$ cat config.mk
export PLATFORM = sky130hd
export DESIGN_NAME = inv_sub_shift_addkey_flat
export DESIGN_NICKNAME = d
export VERILOG_FILES = /design/src/rtl/aes_pkg.sv /design/src/rtl/inv_sub_shift_addkey_if.sv /design/src/rtl/inv_sbox_col.sv /design/src/rtl/inv_sub_shift_addkey.sv /design/src/flat_wrapper.sv
export SDC_FILE = /design/constraint.sdc
export NUM_CORES = 2
export LEC_CHECK = 0
export ABC_AREA = 1
export BUFFER_PORTS_ARGS = -buffer_cell sky130_fd_sc_hd__buf_2
export CELL_PAD_IN_SITES_DETAIL_PLACEMENT = 2
export CELL_PAD_IN_SITES_GLOBAL_PLACEMENT = 2
export CORE_MARGIN = 2
export CORE_UTILIZATION = 25
export DETAILED_ROUTE_END_ITERATION = 8
export HOLD_SLACK_MARGIN = 0.05
export PLACE_DENSITY_LB_ADDON = 0.1
export RECOVER_POWER = 50
export SLEW_MARGIN = 20
export SYNTH_ARGS = -nofsm -noshare
export SYNTH_HDL_FRONTEND = slang
export SYNTH_SLANG_ARGS = --single-unit
$ cat constraint.sdc
create_clock -name clk -period 4.4 [get_ports clk]
set_input_delay 0.88 -clock clk [delete_from_list [all_inputs] [get_ports clk]]
set_output_delay 0.88 -clock clk [all_outputs]
set_load 0.005 [all_outputs]
$ cat src/rtl/aes_pkg.sv
// Shared AES definitions for the decryption datapath and the key-schedule
// blocks.
//   AES_STATE_W / AES_COL_W : state and column widths
//   byte_t, col_idx_t       : byte and 2-bit column index types
//   isa_state_e             : control states of inv_sub_shift_addkey
//   inv_sbox()              : constant inverse S-box lookup
package aes_pkg;

   localparam int AES_STATE_W = 128;
   localparam int AES_COL_W   = 32;

   typedef logic [7:0] byte_t;
   typedef logic [1:0] col_idx_t;

   typedef enum logic [1:0] {
      ST_IDLE = 2'd0,
      ST_BUSY = 2'd1,
      ST_DONE = 2'd2
   } isa_state_e;

   // Entry 0x00 sits in the top byte, so entry b lives at [2047-8b -: 8].
   localparam logic [2047:0] INV_SBOX_ROM = {
      8'h52, 8'h09, 8'h6a, 8'hd5, 8'h30, 8'h36, 8'ha5, 8'h38, 8'hbf, 8'h40, 8'ha3, 8'h9e, 8'h81, 8'hf3, 8'hd7, 8'hfb,
      8'h7c, 8'he3, 8'h39, 8'h82, 8'h9b, 8'h2f, 8'hff, 8'h87, 8'h34, 8'h8e, 8'h43, 8'h44, 8'hc4, 8'hde, 8'he9, 8'hcb,
      8'h54, 8'h7b, 8'h94, 8'h32, 8'ha6, 8'hc2, 8'h23, 8'h3d, 8'hee, 8'h4c, 8'h95, 8'h0b, 8'h42, 8'hfa, 8'hc3, 8'h4e,
      8'h08, 8'h2e, 8'ha1, 8'h66, 8'h28, 8'hd9, 8'h24, 8'hb2, 8'h76, 8'h5b, 8'ha2, 8'h49, 8'h6d, 8'h8b, 8'hd1, 8'h25,
      8'h72, 8'hf8, 8'hf6, 8'h64, 8'h86, 8'h68, 8'h98, 8'h16, 8'hd4, 8'ha4, 8'h5c, 8'hcc, 8'h5d, 8'h65, 8'hb6, 8'h92,
      8'h6c, 8'h70, 8'h48, 8'h50, 8'hfd, 8'hed, 8'hb9, 8'hda, 8'h5e, 8'h15, 8'h46, 8'h57, 8'ha7, 8'h8d, 8'h9d, 8'h84,
      8'h90, 8'hd8, 8'hab, 8'h00, 8'h8c, 8'hbc, 8'hd3, 8'h0a, 8'hf7, 8'he4, 8'h58, 8'h05, 8'hb8, 8'hb3, 8'h45, 8'h06,
      8'hd0, 8'h2c, 8'h1e, 8'h8f, 8'hca, 8'h3f, 8'h0f, 8'h02, 8'hc1, 8'haf, 8'hbd, 8'h03, 8'h01, 8'h13, 8'h8a, 8'h6b,
      8'h3a, 8'h91, 8'h11, 8'h41, 8'h4f, 8'h67, 8'hdc, 8'hea, 8'h97, 8'hf2, 8'hcf, 8'hce, 8'hf0, 8'hb4, 8'he6, 8'h73,
      8'h96, 8'hac, 8'h74, 8'h22, 8'he7, 8'had, 8'h35, 8'h85, 8'he2, 8'hf9, 8'h37, 8'he8, 8'h1c, 8'h75, 8'hdf, 8'h6e,
      8'h47, 8'hf1, 8'h1a, 8'h71, 8'h1d, 8'h29, 8'hc5, 8'h89, 8'h6f, 8'hb7, 8'h62, 8'h0e, 8'haa, 8'h18, 8'hbe, 8'h1b,
      8'hfc, 8'h56, 8'h3e, 8'h4b, 8'hc6, 8'hd2, 8'h79, 8'h20, 8'h9a, 8'hdb, 8'hc0, 8'hfe, 8'h78, 8'hcd, 8'h5a, 8'hf4,
      8'h1f, 8'hdd, 8'ha8, 8'h33, 8'h88, 8'h07, 8'hc7, 8'h31, 8'hb1, 8'h12, 8'h10, 8'h59, 8'h27, 8'h80, 8'hec, 8'h5f,
      8'h60, 8'h51, 8'h7f, 8'ha9, 8'h19, 8'hb5, 8'h4a, 8'h0d, 8'h2d, 8'he5, 8'h7a, 8'h9f, 8'h93, 8'hc9, 8'h9c, 8'hef,
      8'ha0, 8'he0, 8'h3b, 8'h4d, 8'hae, 8'h2a, 8'hf5, 8'hb0, 8'hc8, 8'heb, 8'hbb, 8'h3c, 8'h83, 8'h53, 8'h99, 8'h61,
      8'h17, 8'h2b, 8'h04, 8'h7e, 8'hba, 8'h77, 8'hd6, 8'h26, 8'he1, 8'h69, 8'h14, 8'h63, 8'h55, 8'h21, 8'h0c, 8'h7d
   };

   function automatic byte_t inv_sbox(input byte_t b);
      return INV_SBOX_ROM[2047 - 8*int'(b) -: 8];
   endfunction

endpackage

$ cat src/rtl/inv_sub_shift_addkey_if.sv
// Handshake bundle around inv_sub_shift_addkey.
// Valid/ready rule on both sides: a transfer happens on a rising clk edge
// where valid and ready are both high; the sender holds its payload and
// valid until that edge, and the receiver may raise or drop ready freely.
//   s_* : state/key/last from the round controller
//   m_* : processed state/last toward inverse MixColumns
// modport slave  : the block's view
// modport master : the controller's view
interface inv_sub_shift_addkey_if;
   import aes_pkg::*;

   logic                   s_valid;
   logic                   s_ready;
   logic [AES_STATE_W-1:0] s_state;
   logic [AES_STATE_W-1:0] s_key;
   logic                   s_last;
   logic                   m_valid;
   logic                   m_ready;
   logic [AES_STATE_W-1:0] m_state;
   logic                   m_last;

   modport slave (
      input  s_valid, s_state, s_key, s_last, m_ready,
      output s_ready, m_valid, m_state, m_last
   );

   modport master (
      output s_valid, s_state, s_key, s_last, m_ready,
      input  s_ready, m_valid, m_state, m_last
   );

endinterface

$ cat src/rtl/inv_sbox_col.sv
// Four parallel inverse S-box lookups on one 32-bit column (combinational).
//   col_in  : column, row 0 in the top byte
//   col_out : InvSubBytes of col_in, same byte order
module inv_sbox_col
   import aes_pkg::*;
(
   input  logic [AES_COL_W-1:0] col_in,
   output logic [AES_COL_W-1:0] col_out
);

   always_comb begin
      col_out = '0;
      for (int r = 0; r < 4; r++) begin
         col_out[AES_COL_W-1-8*r -: 8] = inv_sbox(col_in[AES_COL_W-1-8*r -: 8]);
      end
   end

endmodule

$ cat src/rtl/inv_sub_shift_addkey.sv
// Column-serial AES decryption round front-end: InvShiftRows, InvSubBytes
// and AddRoundKey, one 32-bit output column per cycle.
//   clk, rst_n : clock, synchronous active-low reset
//   bus        : s_* input handshake, m_* output handshake (slave view)
//   dbg_state  : current control state
//   dbg_col    : column being written while busy
module inv_sub_shift_addkey
   import aes_pkg::*;
(
   input  logic                         clk,
   input  logic                         rst_n,
   inv_sub_shift_addkey_if.slave        bus,
   output isa_state_e                   dbg_state,
   output col_idx_t                     dbg_col
);

   isa_state_e             state_q, state_d;
   col_idx_t               col_q;
   logic [AES_STATE_W-1:0] in_state_q;
   logic [AES_STATE_W-1:0] in_key_q;
   logic                   in_last_q;
   logic [AES_STATE_W-1:0] out_state_q;
   logic                   out_last_q;

   logic                   s_ready;
   logic                   m_valid;
   logic                   accept;
   logic [AES_COL_W-1:0]   gather_col;
   logic [AES_COL_W-1:0]   sub_col;
   logic [AES_COL_W-1:0]   key_col;

   // Output row r of column col comes from input column (col - r); the
   // 2-bit subtraction wraps, which is exactly InvShiftRows.
   always_comb begin
      gather_col = '0;
      for (int r = 0; r < 4; r++) begin
         gather_col[AES_COL_W-1-8*r -: 8] =
            in_state_q[AES_STATE_W-1 - 32*int'(col_idx_t'(col_q - col_idx_t'(r))) - 8*r -: 8];
      end
   end

   assign key_col = in_key_q[AES_STATE_W-1 - 32*int'(col_q) -: 32];

   inv_sbox_col u_inv_sbox_col (
      .col_in  (gather_col),
      .col_out (sub_col)
   );

   // s_ready never looks at s_valid, so there is no s_valid->output path.
   always_comb begin
      state_d = state_q;
      s_ready = 1'b0;
      m_valid = 1'b0;
      case (state_q)
         ST_IDLE: begin
            s_ready = 1'b1;
            if (bus.s_valid) state_d = ST_BUSY;
         end
         ST_BUSY: begin
            if (col_q == 2'd3) state_d = ST_DONE;
         end
         ST_DONE: begin
            m_valid = 1'b1;
            // The output handshake frees the block, so a waiting input can
            // be taken on the same edge.
            s_ready = bus.m_ready;
            if (bus.m_ready) state_d = bus.s_valid ? ST_BUSY : ST_IDLE;
         end
         default: state_d = ST_IDLE;
      endcase
   end

   assign accept = s_ready & bus.s_valid;

   always_ff @(posedge clk) begin
      if (!rst_n) begin
         state_q     <= ST_IDLE;
         col_q       <= '0;
         in_state_q  <= '0;
         in_key_q    <= '0;
         in_last_q   <= 1'b0;
         out_state_q <= '0;
         out_last_q  <= 1'b0;
      end else begin
         state_q <= state_d;
         if (accept) begin
            in_state_q <= bus.s_state;
            in_key_q   <= bus.s_key;
            in_last_q  <= bus.s_last;
            col_q      <= '0;
         end else if (state_q == ST_BUSY) begin
            out_state_q[AES_STATE_W-1 - 32*int'(col_q) -: 32] <= sub_col ^ key_col;
            col_q <= col_q + 2'd1;
            // m_last follows the state only once it is complete, so it is
            // stable for the whole time m_valid is high.
            if (col_q == 2'd3) out_last_q <= in_last_q;
         end
      end
   end

   assign bus.s_ready = s_ready;
   assign bus.m_valid = m_valid;
   assign bus.m_state = out_state_q;
   assign bus.m_last  = out_last_q;
   assign dbg_state   = state_q;
   assign dbg_col     = col_q;

endmodule
$ cat src/flat_wrapper.sv
// flat-port wrapper written by rule: the top's interface ports become plain ports
module inv_sub_shift_addkey_flat import aes_pkg::*;
  (clk, rst_n, dbg_state, dbg_col, bus_s_valid, bus_s_state, bus_s_key, bus_s_last, bus_m_ready, bus_s_ready, bus_m_valid, bus_m_state, bus_m_last);
  inv_sub_shift_addkey_if bus_i ();
  input  logic clk;
  input  logic rst_n;
  output isa_state_e dbg_state;
  output col_idx_t dbg_col;
  input wire logic [$bits(bus_i.s_valid)-1:0] bus_s_valid;
  input wire logic [$bits(bus_i.s_state)-1:0] bus_s_state;
  input wire logic [$bits(bus_i.s_key)-1:0] bus_s_key;
  input wire logic [$bits(bus_i.s_last)-1:0] bus_s_last;
  input wire logic [$bits(bus_i.m_ready)-1:0] bus_m_ready;
  output wire logic [$bits(bus_i.s_ready)-1:0] bus_s_ready;
  output wire logic [$bits(bus_i.m_valid)-1:0] bus_m_valid;
  output wire logic [$bits(bus_i.m_state)-1:0] bus_m_state;
  output wire logic [$bits(bus_i.m_last)-1:0] bus_m_last;
  assign bus_i.s_valid = bus_s_valid;
  assign bus_i.s_state = bus_s_state;
  assign bus_i.s_key = bus_s_key;
  assign bus_i.s_last = bus_s_last;
  assign bus_i.m_ready = bus_m_ready;
  assign bus_s_ready = bus_i.s_ready;
  assign bus_m_valid = bus_i.m_valid;
  assign bus_m_state = bus_i.m_state;
  assign bus_m_last = bus_i.m_last;
  inv_sub_shift_addkey u_core (.clk(clk), .rst_n(rst_n), .bus(bus_i), .dbg_state(dbg_state), .dbg_col(dbg_col));
endmodule
* Word level (Yosys, flattened, before mapping) *
Index checks and enable logic that the tools add are counted.
W data, S select, Z words.

cells by class
  $add $sub $neg = 16
  multiply operators = 0
  divide/modulo/power cells = 0
  order comparisons = 0
  equal/unequal tests = 6
  shift operators = 11
  muxes and demuxes = 8
  bitwise gates (word level) = 4
  reductions and logical operators = 5

operators by type and width
  cell                          number
  $shiftx A2055 B12 Y8 const A  4
  $shiftx A135 B32 Y8           3
  $shift A32 B33 Y159 const A   1
  $shiftx A159 B8 Y32           1
  $shiftx A32 B33 Y159          1
  $shiftx A135 B8 Y8            1
  $bwmux W128                   1
  $sub A32 B6 Y32 const B       2
  $sub A11 B11 Y12 const A      4
  $neg A8 Y33                   1
  $sub A32 B5 Y32 const B       1
  $sub A7 B7 Y8 const A         4
  $xor A32 B32 Y32              1
  $mux W2                       3
  $pmux W2 S3                   1
  $reduce_and A3 Y1             2
  $eq A2 B2 Y1 const B          2
  $ne A2 B2 Y1 const B          2
  $sub A2 B2 Y2 const B         2
  $add A2 B1 Y2 const B         1
  $eq A2 B1 Y1 const B          1
  $logic_not A2 Y1              1
  $mux W1                       2
  $ne A2 B1 Y1 const B          1
  6 further kinds               7

word-level totals
  bits in registers = 390
  latch bits = 0
  RAM bits = 0
  ROM bits = 0
  input port bits = 261
  output and inout bits = 135
  word-level logic and storage cells = 57
  memories kept = 0

* Logic depth before layout (Yosys ltp) *
  depth after elaboration = 9
  mapped depth = 30

* Modules after synthesis *
From an unflattened synthesis, not the netlist that was laid out.

unflattened totals
  cell total of the unflattened synthesis = 4,757
  area total of the unflattened synthesis = 27,729.1 µm²

by module, submodules not included
  module                instances  cells an instance  area each (µm²)  seq. area each (µm²)
  inv_sub_shift_addkey  1          2,271              16,037.9         7,807.5
  inv_sbox_col          1          2,486              11,691.2         0.0

* Worst setup path after synthesis *
No wires, ideal clock.

  kind = register to register
  from = register u_core.col_q[0], in the netlist u_core.dbg_col[0]
  to = register u_core.out_state_q[99], in the netlist u_core.bus.m_state[99]
  arrival time = 4.325 ns
  slack = 0.004 ns
  cell stages (with the launch flop) = 30
  buffers on the path = 12
  clock period less this slack = 4.396 ns
  cells stage by stage = dfxtp_1 buf_6 inv_6 buf_6 buf_6 buf_6 buf_6 buf_2 buf_2 buf_1 ha_1 buf_4 buf_2 buf_2 nand3_1 nand2_2 ha_1 inv_1 nand2_1 clkbuf_1 nand3_1 nand3_1 nand3_1 nand3_1 nand3_1 nand2_1 nand2_1 nand2_1 nand3_1 a21oi_1

on the way
  longest elaborated chain between the ends = 9
  elaborated cells on any way between the ends = 28
  those cells by class = 15 x add/sub; 11 x shift; 1 x mux; 1 x bitwise

RTL lines
  item                                                line                        source
  start, declared                                     inv_sub_shift_addkey.sv:18  col_idx_t col_q;
  start signal, assigned                              inv_sub_shift_addkey.sv:93  col_q <= col_q + 2'd1;
  $sub A2 B2 Y2 or $sub A2 B1 Y2 (tied branches)      inv_sub_shift_addkey.sv:38  in_state_q[AES_STATE_W-1 - 32*int'(col_idx_t'(col_q - col_idx_t'(r))) - 8*r -: 8];
  $sub A7 B7 Y8                                       inv_sub_shift_addkey.sv:38
  $sub A32 B6 Y32 or $sub A32 B5 Y32 (tied branches)  inv_sub_shift_addkey.sv:38
  $shiftx A135 B32 Y8                                 inv_sub_shift_addkey.sv:38
  $sub A11 B11 Y12                                    aes_pkg.sv:42               return INV_SBOX_ROM[2047 - 8*int'(b) -: 8];
  $shiftx A2055 B12 Y8                                aes_pkg.sv:42
  $xor A32 B32 Y32                                    inv_sub_shift_addkey.sv:92  out_state_q[AES_STATE_W-1 - 32*int'(col_q) -: 32] <= sub_col ^ key_col;
  $shiftx A32 B33 Y159                                inv_sub_shift_addkey.sv:92
  $bwmux W128 *                                       inv_sub_shift_addkey.sv:92
  end signal, assigned by index                       inv_sub_shift_addkey.sv:92
  end, declared                                       inv_sub_shift_addkey.sv:22  logic [AES_STATE_W-1:0] out_state_q;

Mark *: on every way between the ends. The rest lies on a longest branch, timed or not.
A chain may end at the register's enable or synchronous reset.

* Worst setup path in the final report *
  from = register u_core.col_q[1], in the netlist u_core.dbg_col[1]
  to = register u_core.out_state_q[127], in the netlist u_core.bus.m_state[127]

The elaborated chain is that of the path after synthesis.

==> metrics.md <==
| Metric | Value |
|---|---|
| Period utilisation layout | `0.920` |
| WS Path Type | `reg -> reg` |
| Crit path launch | `u_core.dbg_col[1]` |
| HP Start | `u_core.in_key_q[101]` |
| Clock transition at the registers of the reported paths | `~0.06 ns` |
| Commonest non-fill, non-tap cell in the layout | `nand2_1` |
| Violated checks | `max-capacitance violations, max-slew violations` |
| Num CTS Buffers | `51` |
| GRT overflow | `0` |
| H-tree levels | `2` |
| Routed len/inst | `27.5 microns` |
| Setup violations, final | `0` |
| Mean Syn Cell Area | `around 6 sq um` |
| DRC errors left | `0` |
| Worst-Margin Slew | `2.43 ns` |
| Fin. Hold Viols | `0` |
| Type of origin of the critical path | `flop` |
| Final Util | `0.294` |
| Cell area power density | `roughly 420 nW/um^2` |
| DRT Wirelength | `approximately 180000 microns` |
| Total core area | `115000 sq um` |
| Post-CTS Setup Inserts | `0` |
| Max Fanout on Critical Path | `27` |
| I/O Pins | `396` |
| DR pass1 iterations | `6` |
| CP Depth | `17` |
| Worst r2r path cells | `17` |
| Gr usage total | `0.300` |
| Slowest-stage cell, CP | `nand3_2` |
| TritonCTS clock tree | `yes` |
| Seq cells post-synth | `between 300 and 400` |
| Peak Freq | `247 MHz` |
| Worst Setup EP | `u_core.bus.m_state[127]` |
| Status | `finished with violations` |
| Syn nets | `about 5200` |
| Most numerous cell on the critical path | `nand3_1` |
| Hold slack | `around 0.46 ns` |
| DIE AREA | `roughly 120000 sq um` |
| Area grow syn2layout | `16.5%` |
| Vias per cell | `5.48` |
| Via count | `36200` |
| Leak | `14.6 nW` |
| Max cap viols | `4` |
| TNS Setup | `0 ns` |
| Final slew viol count | `303` |
| Initial antenna violation count | `18` |
| Detailed Route Iter0 Violations | `2792` |
| Hold Crit Class | `reg -> reg` |
| Global-route wire length before repair | `265000 microns` |
| Critical path data arrival time | `approximately 4.6 ns` |
| CTS Sinks | `between 300 and 400` |
| CTS root buffer | `clkbuf_16` |
| Worst Setup End Kind | `flop` |
| IO Port Bufs | `395` |
| Critical R2R Capture | `u_core.bus.m_state[127]` |
| CP Data Required Time | `4.98 ns` |
| Starting Density | `0.253` |
| Worst Clk Skew | `0.0340 ns` |
| Nets | `5392` |
| Die span in x | `344 microns` |
| R2r startpoint | `u_core.dbg_col[1]` |
| Reg-to-reg slack, setup | `about 0.35 ns` |
| Relative slew margins | `-0.619` |
| CP peak stage delay | `between 0.4 and 0.5 ns` |
| Post-cts gate resize count | `0` |
| GP Congestion | `~0.96` |
| Clock latency on the worst-skew pair | `0.67 ns` |
| Largest delay share family, worst path | `simple AND/OR/NAND/NOR gates` |
| Unrepaired setup endpoints after global routing | `false` |
| CP Buf/Inv Count | `4` |
| Clk buf depth | `3` |
| Largest net degree at the start of global routing | `146` |
| Hpwl dp | `134000 microns` |
| Cells after Synth | `4812` |
| Layout cells sized above 1 | `0.127` |
| Synthesized area | `28900 sq um` |
| Distinct cells, synth | `29` |
| IR drop worst, VDD | `0.256 mV` |
| CP Cell Sequence | `inv_4 > buf_4 > nand3_2 > nand2_2 > buf_4 > nand2_2 > nand3_2 > nand2_1 > inv_2 > nand2_1 > nand3_1 > nand3_1 > nand3_1 > nand3_1 > nand2_1 > nand3_1 > a21oi_1` |
| Minimum clock period after layout | `4.05 ns` |
| Die Ht | `roughly 340 microns` |
| Hold path depth | `2` |
| Sequential area share after synthesis | `0.270` |
| Remaining antenna violation count | `0` |
| Yosys warning count | `0` |
| Cell row count | `~120` |
| Hold-fix buffers, CTS | `0` |
| Most frequent cells in the layout | `nand2_1, nand3_1, a21oi_1` |
| Vias in the first global route | `37800` |
-- through the flow --
step / total power [W] / instance area [sq um] / setup WS [ns] / cells
2_1_floorplan: 0.00749 / 28900 / 0.00410 / 4812
3_3_place_gp: 0.00979 / 32200 / 0.422 / 6505
3_5_place_dp: 0.00981 / 32200 / 0.442 / 6506
4_1_cts: 0.0141 / 33900 / 0.411 / 6598
5_1_grt: 0.0149 / 33700 / 0.112 / 6600
6_report: 0.0141 / 33700 / 0.353 / 6606
-- power breakdown --
| group | internal, W | leakage [nW] | switching [W] |
|---|---|---|---|
| combinational | 0.00159 | 10.6 | 0.00437 |
| clock | 0.00242 | 0.818 | 0.00184 |
| sequential | 0.00374 | 3.19 | 0.000117 |
| total | 0.00775 | 14.6 | 0.00633 |
-- tightest hold or removal path, delay by kind of cell, from the launching register on --
kind	cells	cell delay, ns
flip-flops	1	0.30
AO/OA/AOI/OAI	1	0.05
buffers and inverters	1	0.06
-- cell families (layout without fill, tap and decap cells) --
kind of cell	after synthesis	after routing	synth area share
other	0	8	0
adder cells (fa/ha/maj)	84	84	0.0363
AND/OR/NAND/NOR	3004	3004	0.461
flip-flops	390	390	0.270
XOR/XNOR	1	1	0.000303
AO/OA/AOI/OAI	704	704	0.129
buffers and inverters	629	903	0.103
-- routing by layer --
metal  global-route usage  vias to the layer above  wire [microns]
li1                     -                    16600               -
met1                0.382                    18100           78700
met2                0.503                     1107           84700
met3               0.0526                      289           10500
met4                0.115                       12            7530
met5                    0                        -              80
-- final cells by class --
cell class	instances	area, sq um
Antenna cell	8	20.0
Clock inverter	20	176
Multi-Input combinational cell	3793	18200
Clock buffer	72	1490
Inverter	260	996
Timing Repair Buffer	551	3120
Fill cell	14400	80800
Tap cell	1512	1890
Sequential cell	390	7810
-- registers in the layout, summed over array words and instances (netlist names) --
| register | cells |
|---|---|
| u_core.in_key_q | 128 |
| u_core.bus.m_last | 1 |
| u_core.in_last_q | 1 |
| u_core.in_state_q | 128 |
| u_core.dbg_state | 2 |
| u_core.bus.m_state | 128 |
| u_core.dbg_col | 2 |
-- synthesized netlist by cell type --
| library cell | count | area share |
|---|---|---|
| or2_2 | 14 | 0.0030 |
| nand2_2 | 61 | 0.013 |
| clkbuf_1 | 144 | 0.019 |
| a211oi_1 | 1 | 0.00026 |
| buf_2 | 114 | 0.020 |
| o21ai_0 | 125 | 0.022 |
| xor2_1 | 1 | 0.00030 |
| inv_6 | 1 | 0.00030 |
| nor3_1 | 1 | 0.00017 |
| o211ai_1 | 15 | 0.0039 |
| nand3_2 | 17 | 0.0059 |
| nand2_1 | 1491 | 0.19 |
| buf_4 | 69 | 0.018 |
| a21oi_1 | 505 | 0.087 |
| or2_1 | 1 | 0.00022 |
| o21ai_1 | 20 | 0.0035 |
| a32oi_1 | 33 | 0.010 |
| buf_6 | 29 | 0.011 |
| ha_1 | 84 | 0.036 |
| inv_1 | 242 | 0.031 |
| a32oi_2 | 3 | 0.0017 |
| nand2_4 | 5 | 0.0019 |
| a21oi_2 | 2 | 0.00061 |
| nand3_1 | 1268 | 0.22 |
| nor2_1 | 86 | 0.011 |
| inv_2 | 17 | 0.0022 |
| dfxtp_1 | 390 | 0.27 |
| nand4_1 | 60 | 0.013 |
| buf_1 | 13 | 0.0017 |
-- worst min-delay path by stage --
stage / to / slack (ns)
after floorplan: u_core.in_state_q[116] / 0.43
after global placement: u_core.in_key_q[125] / 0.44
after detailed placement: u_core.in_state_q[12] / 0.45
after CTS: u_core.in_key_q[53] / 0.43
after global routing: u_core.in_state_q[90] / 0.46
final: u_core.in_key_q[101] / 0.46
Note: power is estimated with default switching activity, not from simulation.
